==> config.mk <==
export PLATFORM = sky130hd
export DESIGN_NAME = axis_uart_tx_flat
export DESIGN_NICKNAME = d
export VERILOG_FILES = /design/src/rtl/uart_pkg.sv /design/src/rtl/axis_uart_tx_if.sv /design/src/rtl/simple_uart_tx.sv /design/src/rtl/axis_uart_tx.sv /design/src/flat_wrapper.sv
export SDC_FILE = /design/constraint.sdc
export NUM_CORES = 1
export LEC_CHECK = 0
export ABC_AREA = 1
export BUFFER_PORTS_ARGS = -buffer_cell sky130_fd_sc_hd__buf_2
export CAP_MARGIN = 30
export CORE_ASPECT_RATIO = 1.4
export CORE_UTILIZATION = 26
export CTS_CLUSTER_DIAMETER = 150
export CTS_CLUSTER_SIZE = 30
export DETAILED_ROUTE_END_ITERATION = 10
export RECOVER_POWER = 25
export SYNTH_ARGS = -nofsm -noshare
export SYNTH_HDL_FRONTEND = slang
export SYNTH_SLANG_ARGS = --single-unit
export TNS_END_PERCENT = 20
==> constraint.sdc <==
create_clock -name clk -period 3.9 [get_ports clk]
set_input_delay 0 -clock clk [delete_from_list [all_inputs] [get_ports clk]]
set_output_delay 0 -clock clk [all_outputs]
set_load 0.05 [all_outputs]
==> src/rtl/uart_pkg.sv <==
// Shared UART definitions: serializer state encoding, line levels and widths.
package uart_pkg;

  localparam int unsigned UART_DATA_BITS = 8;
  localparam int unsigned UART_CNT_W     = 16;
  localparam int unsigned UART_IDX_W     = 3;
  localparam int unsigned UART_LEVEL_W   = 16;

  localparam logic UART_START_BIT  = 1'b0;
  localparam logic UART_STOP_BIT   = 1'b1;
  localparam logic UART_IDLE_LEVEL = 1'b1;

  typedef enum logic [1:0] {
    ST_IDLE,
    ST_START,
    ST_DATA,
    ST_STOP
  } uart_state_e;

endpackage

==> src/rtl/axis_uart_tx_if.sv <==
// AXI-Stream byte channel feeding the UART transmitter.
interface axis_uart_tx_if;
  import uart_pkg::*;

  logic [UART_DATA_BITS-1:0] i_tdata;
  logic                      i_tvalid;
  logic                      i_tready;

  modport master (output i_tdata, output i_tvalid, input  i_tready);
  modport slave  (input  i_tdata, input  i_tvalid, output i_tready);

endinterface

==> src/rtl/simple_uart_tx.sv <==
// 8N1 serializer: pops a byte when available and shifts it out LSB-first,
// chaining frames without an idle gap while data keeps coming.
module simple_uart_tx
  import uart_pkg::*;
#(
  parameter int unsigned CLKDIV = 100
) (
  input  logic                      clk,
  input  logic                      rst,
  input  logic [UART_DATA_BITS-1:0] data_i,
  input  logic                      valid_i,
  output logic                      pop_c_o,
  output logic                      active_c_o,
  output logic                      tx_o
);

  localparam logic [UART_CNT_W-1:0] RELOAD   = UART_CNT_W'(CLKDIV - 1);
  localparam logic [UART_IDX_W-1:0] LAST_IDX = UART_IDX_W'(UART_DATA_BITS - 1);

  uart_state_e               state_q, state_d;
  logic [UART_CNT_W-1:0]     cnt_q, cnt_d;
  logic [UART_IDX_W-1:0]     idx_q, idx_d;
  logic [UART_DATA_BITS-1:0] shift_q, shift_d;
  logic                      tx_q, tx_d;

  always_ff @(posedge clk or posedge rst) begin
    if (rst) begin
      state_q <= ST_IDLE;
      cnt_q   <= '0;
      idx_q   <= '0;
      shift_q <= '0;
      tx_q    <= UART_IDLE_LEVEL;
    end else begin
      state_q <= state_d;
      cnt_q   <= cnt_d;
      idx_q   <= idx_d;
      shift_q <= shift_d;
      tx_q    <= tx_d;
    end
  end

  always_comb begin
    state_d = state_q;
    cnt_d   = cnt_q;
    idx_d   = idx_q;
    shift_d = shift_q;
    pop_c_o = 1'b0;

    unique case (state_q)
      ST_IDLE: begin
        if (valid_i) begin
          pop_c_o = 1'b1;
          shift_d = data_i;
          cnt_d   = RELOAD;
          state_d = ST_START;
        end
      end
      ST_START: begin
        if (cnt_q == '0) begin
          cnt_d   = RELOAD;
          idx_d   = '0;
          state_d = ST_DATA;
        end else begin
          cnt_d = cnt_q - UART_CNT_W'(1);
        end
      end
      ST_DATA: begin
        if (cnt_q == '0) begin
          cnt_d   = RELOAD;
          shift_d = shift_q >> 1;
          if (idx_q == LAST_IDX) begin
            state_d = ST_STOP;
          end else begin
            idx_d = idx_q + UART_IDX_W'(1);
          end
        end else begin
          cnt_d = cnt_q - UART_CNT_W'(1);
        end
      end
      ST_STOP: begin
        // Last stop cycle: chain straight into the next start bit if data waits.
        if (cnt_q == '0) begin
          if (valid_i) begin
            pop_c_o = 1'b1;
            shift_d = data_i;
            cnt_d   = RELOAD;
            state_d = ST_START;
          end else begin
            cnt_d   = '0;
            state_d = ST_IDLE;
          end
        end else begin
          cnt_d = cnt_q - UART_CNT_W'(1);
        end
      end
      default: begin
        state_d = ST_IDLE;
      end
    endcase

    // Line level is registered from the state being entered.
    unique case (state_d)
      ST_START: tx_d = UART_START_BIT;
      ST_DATA:  tx_d = shift_d[0];
      ST_STOP:  tx_d = UART_STOP_BIT;
      default:  tx_d = UART_IDLE_LEVEL;
    endcase
  end

  assign tx_o       = tx_q;
  assign active_c_o = (state_q != ST_IDLE);

endmodule

==> src/rtl/axis_uart_tx.sv <==
// AXI-Stream to UART transmitter: byte FIFO in front of an 8N1 serializer.
module axis_uart_tx
  import uart_pkg::*;
#(
  parameter int unsigned TX_SIZE = 4,
  parameter int unsigned CLKDIV  = 100
) (
  input  logic                    clk,
  input  logic                    rst,
  axis_uart_tx_if.slave           s_axis,
  output logic                    tx,
  output logic [UART_LEVEL_W-1:0] fifo_level,
  output logic                    busy
);

  localparam int unsigned PTR_W = TX_SIZE;
  localparam int unsigned CNT_W = TX_SIZE + 1;
  localparam int unsigned DEPTH = 1 << TX_SIZE;

  logic [UART_DATA_BITS-1:0] mem_q [DEPTH];
  logic [PTR_W-1:0]          wr_ptr_q, rd_ptr_q;
  logic [CNT_W-1:0]          count_q, count_d;
  logic                      tready_q;
  logic                      push, pop, empty, active;

  assign push  = s_axis.i_tvalid & tready_q;
  assign empty = (count_q == '0);

  always_comb begin
    count_d = count_q;
    unique case ({push, pop})
      2'b10:   count_d = count_q + CNT_W'(1);
      2'b01:   count_d = count_q - CNT_W'(1);
      default: count_d = count_q;
    endcase
  end

  always_ff @(posedge clk or posedge rst) begin
    if (rst) begin
      wr_ptr_q <= '0;
      rd_ptr_q <= '0;
      count_q  <= '0;
      tready_q <= 1'b1;
    end else begin
      if (push) wr_ptr_q <= wr_ptr_q + PTR_W'(1);
      if (pop)  rd_ptr_q <= rd_ptr_q + PTR_W'(1);
      count_q  <= count_d;
      tready_q <= (count_d != CNT_W'(DEPTH));
    end
  end

  // Storage needs no reset; occupancy is tracked by the pointers and count.
  always_ff @(posedge clk) begin
    if (push) mem_q[wr_ptr_q] <= s_axis.i_tdata;
  end

  simple_uart_tx #(
    .CLKDIV (CLKDIV)
  ) u_ser (
    .clk        (clk),
    .rst        (rst),
    .data_i     (mem_q[rd_ptr_q]),
    .valid_i    (!empty),
    .pop_c_o    (pop),
    .active_c_o (active),
    .tx_o       (tx)
  );

  assign s_axis.i_tready = tready_q;
  assign fifo_level      = UART_LEVEL_W'(count_q);
  assign busy            = active | !empty;

endmodule

==> src/flat_wrapper.sv <==
// flat-port wrapper written by rule: the top's interface ports become plain ports
module axis_uart_tx_flat import uart_pkg::*;
#(
  parameter int unsigned TX_SIZE = 4,
  parameter int unsigned CLKDIV  = 100
)
  (clk, rst, tx, fifo_level, busy, s_axis_i_tdata, s_axis_i_tvalid, s_axis_i_tready);
  axis_uart_tx_if s_axis_i ();
  input  logic clk;
  input  logic rst;
  output logic tx;
  output logic [UART_LEVEL_W-1:0] fifo_level;
  output logic busy;
  input wire logic [$bits(s_axis_i.i_tdata)-1:0] s_axis_i_tdata;
  input wire logic [$bits(s_axis_i.i_tvalid)-1:0] s_axis_i_tvalid;
  output wire logic [$bits(s_axis_i.i_tready)-1:0] s_axis_i_tready;
  assign s_axis_i.i_tdata = s_axis_i_tdata;
  assign s_axis_i.i_tvalid = s_axis_i_tvalid;
  assign s_axis_i_tready = s_axis_i.i_tready;
  axis_uart_tx #(.TX_SIZE(TX_SIZE), .CLKDIV(CLKDIV)) u_core (.clk(clk), .rst(rst), .s_axis(s_axis_i), .tx(tx), .fifo_level(fifo_level), .busy(busy));
endmodule
======== After elaboration in Yosys (flattened, before gate mapping) ========
Memory sizes are Yosys's and may differ from the RTL's.
Cells that the tools add are included.
storage, ports and cells
  register bits after elaboration ......... 44
  latch bits .............................. 0
  memory bits (writable) .................. 128
  memory bits (read-only) ................. 0
  input bits .............................. 11
  output and inout port bits .............. 19
  logic and storage cells ................. 70
  memories ................................ 1
cells by class
  add/subtract/negate cells ............... 6
  multipliers ............................. 0
  divide/modulo/power cells ............... 0
  order comparisons ....................... 0
  equal/unequal tests ..................... 14
  shift operators ......................... 0
  mux-type cells .......................... 27
  bitwise operators ....................... 2
  reductions and logical operators ........ 10
memory list
  memory        words  width  read ports  clocked after memory_dff  write ports  line                text
  u_core.mem_q  16     8      1           0                         1            axis_uart_tx.sv:20  logic [UART_DATA_BITS-1:0] mem_q [DEPTH];
operators by type and width
  kind                                                 count
  two-way mux 16 bit                                   3
  one-hot mux 16 bit (3 select lines)                  1
  two-way mux 8 bit                                    3
  one-hot mux 8 bit (3 select lines)                   1
  logical NOT 16 bit                                   1
  subtractor 16 x 1 -> 16 bit, second input constant   1
  two-way mux 2 bit                                    5
  inequality test 2 bit, second input constant         5
  one-hot mux 5 bit (2 select lines)                   1
  two-way mux 3 bit                                    3
  adder 4 x 1 -> 4 bit, second input constant          2
  equality test 2 bit, second input constant           4
  one-hot mux 2 bit (4 select lines)                   1
  two-way mux 7 bit                                    1
  equality test 2 x 1 -> 1 bit, second input constant  3
  one-hot mux 3 bit (2 select lines)                   1
  adder 5 x 1 -> 5 bit, second input constant          1
  logical NOT 5 bit                                    1
  two-way mux 1 bit                                    5
  inequality test 5 bit, second input constant         1
  subtractor 5 x 1 -> 5 bit, second input constant     1
  one-hot mux 1 bit (2 select lines)                   2
  AND reduction 4 bit                                  1
  nonzero test 2 bit                                   2
  9 further kinds                                      9

======== Logic depth before layout (Yosys ltp) ========
  depth in word-level cells ............... 7
  depth in mapped cells ................... 19
  depth with buffers taken out ............ 19

======== Modules after synthesis ========
Synthesis repeated with hierarchy kept, for this count alone.
unflattened totals
  cell total of the unflattened synthesis .. 760
  area total of the unflattened synthesis .. 8039.0 um^2
by module, submodules not included
  module          times used  cells an instance  area an instance (um^2)  sequential area each (um^2)
  axis_uart_tx    1           504                6078.3                   4195.3
  simple_uart_tx  1           256                1960.6                   752.0

======== Worst setup path before layout ========
OpenSTA, ideal clock, no wires.
  path type ............................... register to register
  start point ............................. reg u_core.u_ser.cnt_q[0]
  end point ............................... reg u_core.tready_q (netlist: u_core.s_axis.i_tready)
  setup time .............................. 76 ps
  data arrival time ....................... 2158 ps
  data required time ...................... 3824 ps
  path slack .............................. 1666 ps
  cell stages (with the launch flop) ...... 17
  path buffers ............................ 1
  clock period less this slack ............ 2234 ps
  path through ............................ dfrtp_1 -> inv_1 -> ha_1 -> nand2_1 -> nor2_4 -> nand2_4 -> o21bai_4 -> buf_6 -> nand2_1 -> inv_2 -> ha_1 -> inv_1 -> o21ai_0 -> nor2_1 -> nand3_2 -> nor2_2 -> nand2_1
between the ends
  longest elaborated chain between the ends .. 6
  elaborated cells on any way between the ends .. 7
RTL lines
  element                                                              line                  text
  start: declaration                                                   simple_uart_tx.sv:21  logic [UART_CNT_W-1:0] cnt_q, cnt_d;
  start signal: assignment                                             simple_uart_tx.sv:35  cnt_q <= cnt_d;
  logical NOT 16 bit *                                                 simple_uart_tx.sv:82  if (cnt_q == '0) begin
  two-way mux 1 bit *                                                  simple_uart_tx.sv:82
  one-hot mux 1 bit (2 select lines) *                                 simple_uart_tx.sv:49  unique case (state_q)
  equality test 2 x 1 -> 1 bit or equality test 2 bit (tied branches)  axis_uart_tx.sv:31    unique case ({push, pop})
  one-hot mux 5 bit (2 select lines) *                                 axis_uart_tx.sv:31
  named net u_core.count_d[1]                                          axis_uart_tx.sv:22    logic [CNT_W-1:0] count_q, count_d;
  inequality test 5 bit *                                              axis_uart_tx.sv:48    tready_q <= (count_d != CNT_W'(DEPTH));
  end signal: assignment                                               axis_uart_tx.sv:48
  end: declaration                                                     axis_uart_tx.sv:23    logic tready_q;
Mark *: on every way through the listed nets, which the timed path passes. The rest lies on a longest branch.
A chain may end at the register's enable or synchronous reset.

======== Worst setup path after layout ========
  start point ............................. reg u_core.count_q[0]
  end point ............................... reg u_core.tready_q (netlist: u_core.s_axis.i_tready)
between the ends
  longest elaborated chain between the ends .. 7
  elaborated cells on any way between the ends .. 10
RTL lines
  element                                                              line                                        text
  start: declaration                                                   axis_uart_tx.sv:22
  start signal: assignment                                             axis_uart_tx.sv:47                          count_q <= count_d;
  logical NOT 5 bit                                                    axis_uart_tx.sv:27                          assign empty = (count_q == '0);
  two-way mux 1 bit                                                    simple_uart_tx.sv:51, simple_uart_tx.sv:83
  two-way mux 1 bit                                                    simple_uart_tx.sv:82
  one-hot mux 1 bit (2 select lines)                                   simple_uart_tx.sv:49
  equality test 2 x 1 -> 1 bit or equality test 2 bit (tied branches)  axis_uart_tx.sv:31
  one-hot mux 5 bit (2 select lines) *                                 axis_uart_tx.sv:31
  named net u_core.count_d[1]                                          axis_uart_tx.sv:22
  inequality test 5 bit *                                              axis_uart_tx.sv:48
Marked as above.

==> impl_metrics.json <==
{
  "status": "finished, final reports clean",
  "power.internal_w": 0.00323,
  "drive_gt1_share_pct": 12.9,
  "postCtsSetupBuffers": 0,
  "crit_path_end_kind": "flop",
  "dieHeight_um": 207,
  "synth_area_leaders": "edfxtp_1, dfrtp_1, nor2_1",
  "routed-via-count": 5208,
  "required_ps": 4270,
  "post-place-cells": 1068,
  "crit_path_start_kind": "flop",
  "grt_max_degree": 67,
  "syn_inst": 693,
  "syn_to_final_growth_pct": 14.8,
  "p_seq_share_pct": 48.8,
  "comb_power_share_pct": 14.0,
  "p_leak_nw": 3.25,
  "nFillCells": 2992,
  "grt-ovfl-total": 0,
  "max_freq_mhz": 368,
  "hold_violations": 0,
  "gr-usage-all-layers_pct": 12.0,
  "synth_top_area_share_pct": 49.3,
  "syn-cell-area_um2": 7800,
  "cts.sinks": 172,
  "cp_max_fo": 21,
  "fin_cells": 1111,
  "numCtsBuffers": 17,
  "worst_slew_pin_slew_ps": 918,
  "die_w_um": 148,
  "ant_nets": 0,
  "first_iter_violations": 281,
  "post-synth-top-area-cell": "edfxtp_1",
  "yosysSeqAreaShare_pct": 63.4,
  "io_pins": 30,
  "clk_latency_ps": 430,
  "core_area_um2": 29400,
  "nNetsFinal": 745,
  "finalSetupViolCount": 0,
  "final.setup_skew_ps": 11.2,
  "clock_path_buffers": 2,
  "ff2ff_setup_slack_ps": 1190,
  "first_pass_iters": 5,
  "initial_utilization_pct": 26.6,
  "drt-wirelength-per-cell_um": 15.7,
  "cts_tree": "done",
  "final.setup.tns_ps": 0,
  "p_sw_share_pct": 29.4,
  "grt_pass1_vias": 5250,
  "cp_data_arrival_time_ps": 3080,
  "drv_slew": 0,
  "hold_depth": 3,
  "yosysWarnings": 0,
  "relSlewSlack_pct": 38.6,
  "grt_first_pass_wirelength_um": 28100,
  "fin_ws_ps": 1190,
  "period_needed_ps": 2710,
  "p_per_area_nw_per_um2": 511,
  "hpwl_um": 11200,
  "min-delay-start": "s_axis_i_tvalid",
  "p_sw_w": 0.00134,
  "port-buffer-count": 18,
  "cts_resized": 0,
  "hold_slack_ps": 28.2,
  "synthDistinctLibCells": 46,
  "reg2reg_depth": 14,
  "r2r-end": "u_core.s_axis.i_tready",
  "rsz0062_at_grt": "no",
  "holdPathEnd": "u_core.wr_ptr_q[0]",
  "max_cap_violations": 0,
  "path_class": "reg -> reg",
  "post-route-drc-count": 0,
  "synth_edf_count": 128,
  "viasPerCell": 4.69,
  "min_path_type": "in -> reg",
  "antenna_found_initial": 0,
  "dp_slack_ps": 1220,
  "place_congestion": 0.791,
  "n_antenna_cell": 0,
  "r2r_start": "u_core.count_q[0]",
  "async_flop_share_pct": 25.6,
  "fp-row-count": 74,
  "cts-root-buf": "clkbuf_16",
  "cts_max_level": 4,
  "avgSynthCellArea_um2": 11.3,
  "ys_ff_latch": 172,
  "post-route-period-util_pct": 69.6,
  "postCtsHoldBufs": 9,
  "synth_ff_type": "edfxtp_1",
  "clk_pin_slew_worst_paths_ps": 70,
  "irDropWorstVdd_v": 0.000409,
  "die_area_um2": 30700,
  "power_frac_clock_pct": 37.3,
  "wl_um": 17500
}
[logic make-up after synthesis]
logic type | count (synthesis) | synth area share, %
buffers and inverters | 96 | 5.56
adder cells (fa/ha/maj) | 16 | 2.57
other | 1 | 0.0481
XOR/XNOR | 15 | 1.78
flip-flops | 172 | 63.4
multiplexers | 1 | 0.128
AO/OA/AOI/OAI | 170 | 13.2
AND/OR/NAND/NOR | 222 | 13.3
[synthesized netlist by cell type (2+ instances only)]
cell type and instances:
edfxtp_1 128, nor2_1 105, o21ai_0 77, nand2_1 51, inv_1 43, dfrtp_1 42
nand3_1 22, o221ai_1 21, a21oi_1 18, o211ai_1 17, ha_1 16, o21ai_1 16
buf_2 14, clkbuf_1 12, o22ai_1 12, buf_4 11, xor2_1 11, inv_2 10
nand2_2 9, nor3_1 8, nor2_2 6, nand4_1 4, nor3b_1 4, nand3_2 3
xnor2_1 3, a22o_1 2, and3_1 2, buf_1 2, buf_6 2, clkinv_1 2
dfstp_2 2, nand4_4 2, nor2_4 2, o22a_1 2
[layer usage]
| metal | track usage [%] | wire, um | vias to the layer above |
|---|---|---|---|
| li1 | - | - | 2494 |
| met1 | 13.8 | 7260 | 2559 |
| met2 | 21.2 | 9050 | 135 |
| met3 | 2.18 | 617 | 20 |
| met4 | 5.85 | 556 | 0 |
| met5 | 0 | 0 | - |
[critical path: stages (launching register included)]
cell	delay, ps
dfrtp_1	450
nor2_1	160
nand4_2	470
nand2_1	230
inv_2	90
nand2_1	120
inv_2	70
ha_1	360
inv_1	120
nand2_1	70
o21ai_0	100
nor2_1	130
nand3_2	90
nor2_2	110
nand2_1	50
[worst max-delay path by stage]
stage	endpoint	cells past startpoint	slack, ps	start
after floorplan	u_core.s_axis.i_tready	16	1670	u_core.u_ser.cnt_q[0]
after global placement	u_core.s_axis.i_tready	14	1300	u_core.count_q[0]
after detailed placement	u_core.s_axis.i_tready	14	1220	u_core.count_q[0]
after CTS	u_core.s_axis.i_tready	14	1190	u_core.count_q[0]
after global routing	u_core.s_axis.i_tready	14	800	u_core.count_q[0]
final	u_core.s_axis.i_tready	14	1190	u_core.count_q[0]
[area by class of cell]
cell class	count	area (um^2)	share of cell area (%)
inverter	55	206	2.30
multi-input combinational	435	2460	27.4
timing repair buffer	37	274	3.06
clock inverter	15	170	1.90
tap	380	475	5.31
clock buffer	17	425	4.75
sequential	172	4950	55.2
[metrics by stage]
| stage | utilization, % | instance area (um^2) | power (W) |
|---|---|---|---|
| 2_1_floorplan | - | 7840 | 0.00273 |
| 3_3_place_gp | 28.1 | 8240 | 0.00289 |
| 3_5_place_dp | 28.1 | 8250 | 0.00290 |
| 4_1_cts | 30.5 | 8940 | 0.00461 |
| 5_1_grt | 30.5 | 8960 | 0.00477 |
| 6_report | 30.5 | 8960 | 0.00458 |
[power groups by stage]
stage	Sequential [W]	Clock, W	Combinational [W]
after floorplan	0.00234	0	0.000389
after global placement	0.00226	0	0.000625
after detailed placement	0.00227	0	0.000635
after CTS	0.00223	0.00173	0.000645
after global routing	0.00225	0.00181	0.000714
final	0.00223	0.00170	0.000640
[state kept, by name (all words and copies together), names as in the netlist]
signal and count:
u_core.rd_ptr_q 4, u_core.mem_q 128, u_core.u_ser.state_q 2, u_core.u_ser.idx_q 3, u_core.wr_ptr_q 4, u_core.u_ser.cnt_q 16
u_core.u_ser.tx_o 1, u_core.count_q 5, u_core.s_axis.i_tready 1, u_core.u_ser.shift_q 8
[cell usage in the layout, fill, tap and decap left out, types with 3 or more instances in the layout]
cell / instances
nor3b_1: 4
o22ai_1: 12
buf_2: 11
nand2_2: 9
nand3_2: 3
nand2_1: 51
nor2_1: 105
edfxtp_1: 128
xnor2_1: 3
o221ai_1: 21
o21ai_0: 77
xor2_1: 11
a21oi_1: 18
nand3_1: 22
inv_8: 4
ha_1: 16
clkbuf_16: 17
nor2_2: 6
dlygate4sd3_1: 10
inv_1: 43
inv_6: 5
nand4_1: 4
o21ai_1: 16
clkinv_4: 4
clkbuf_1: 7
conb_1: 11
buf_4: 7
o211ai_1: 17
inv_2: 10
nor3_1: 8
dfrtp_1: 41
Power figures use the tool's default switching activity.
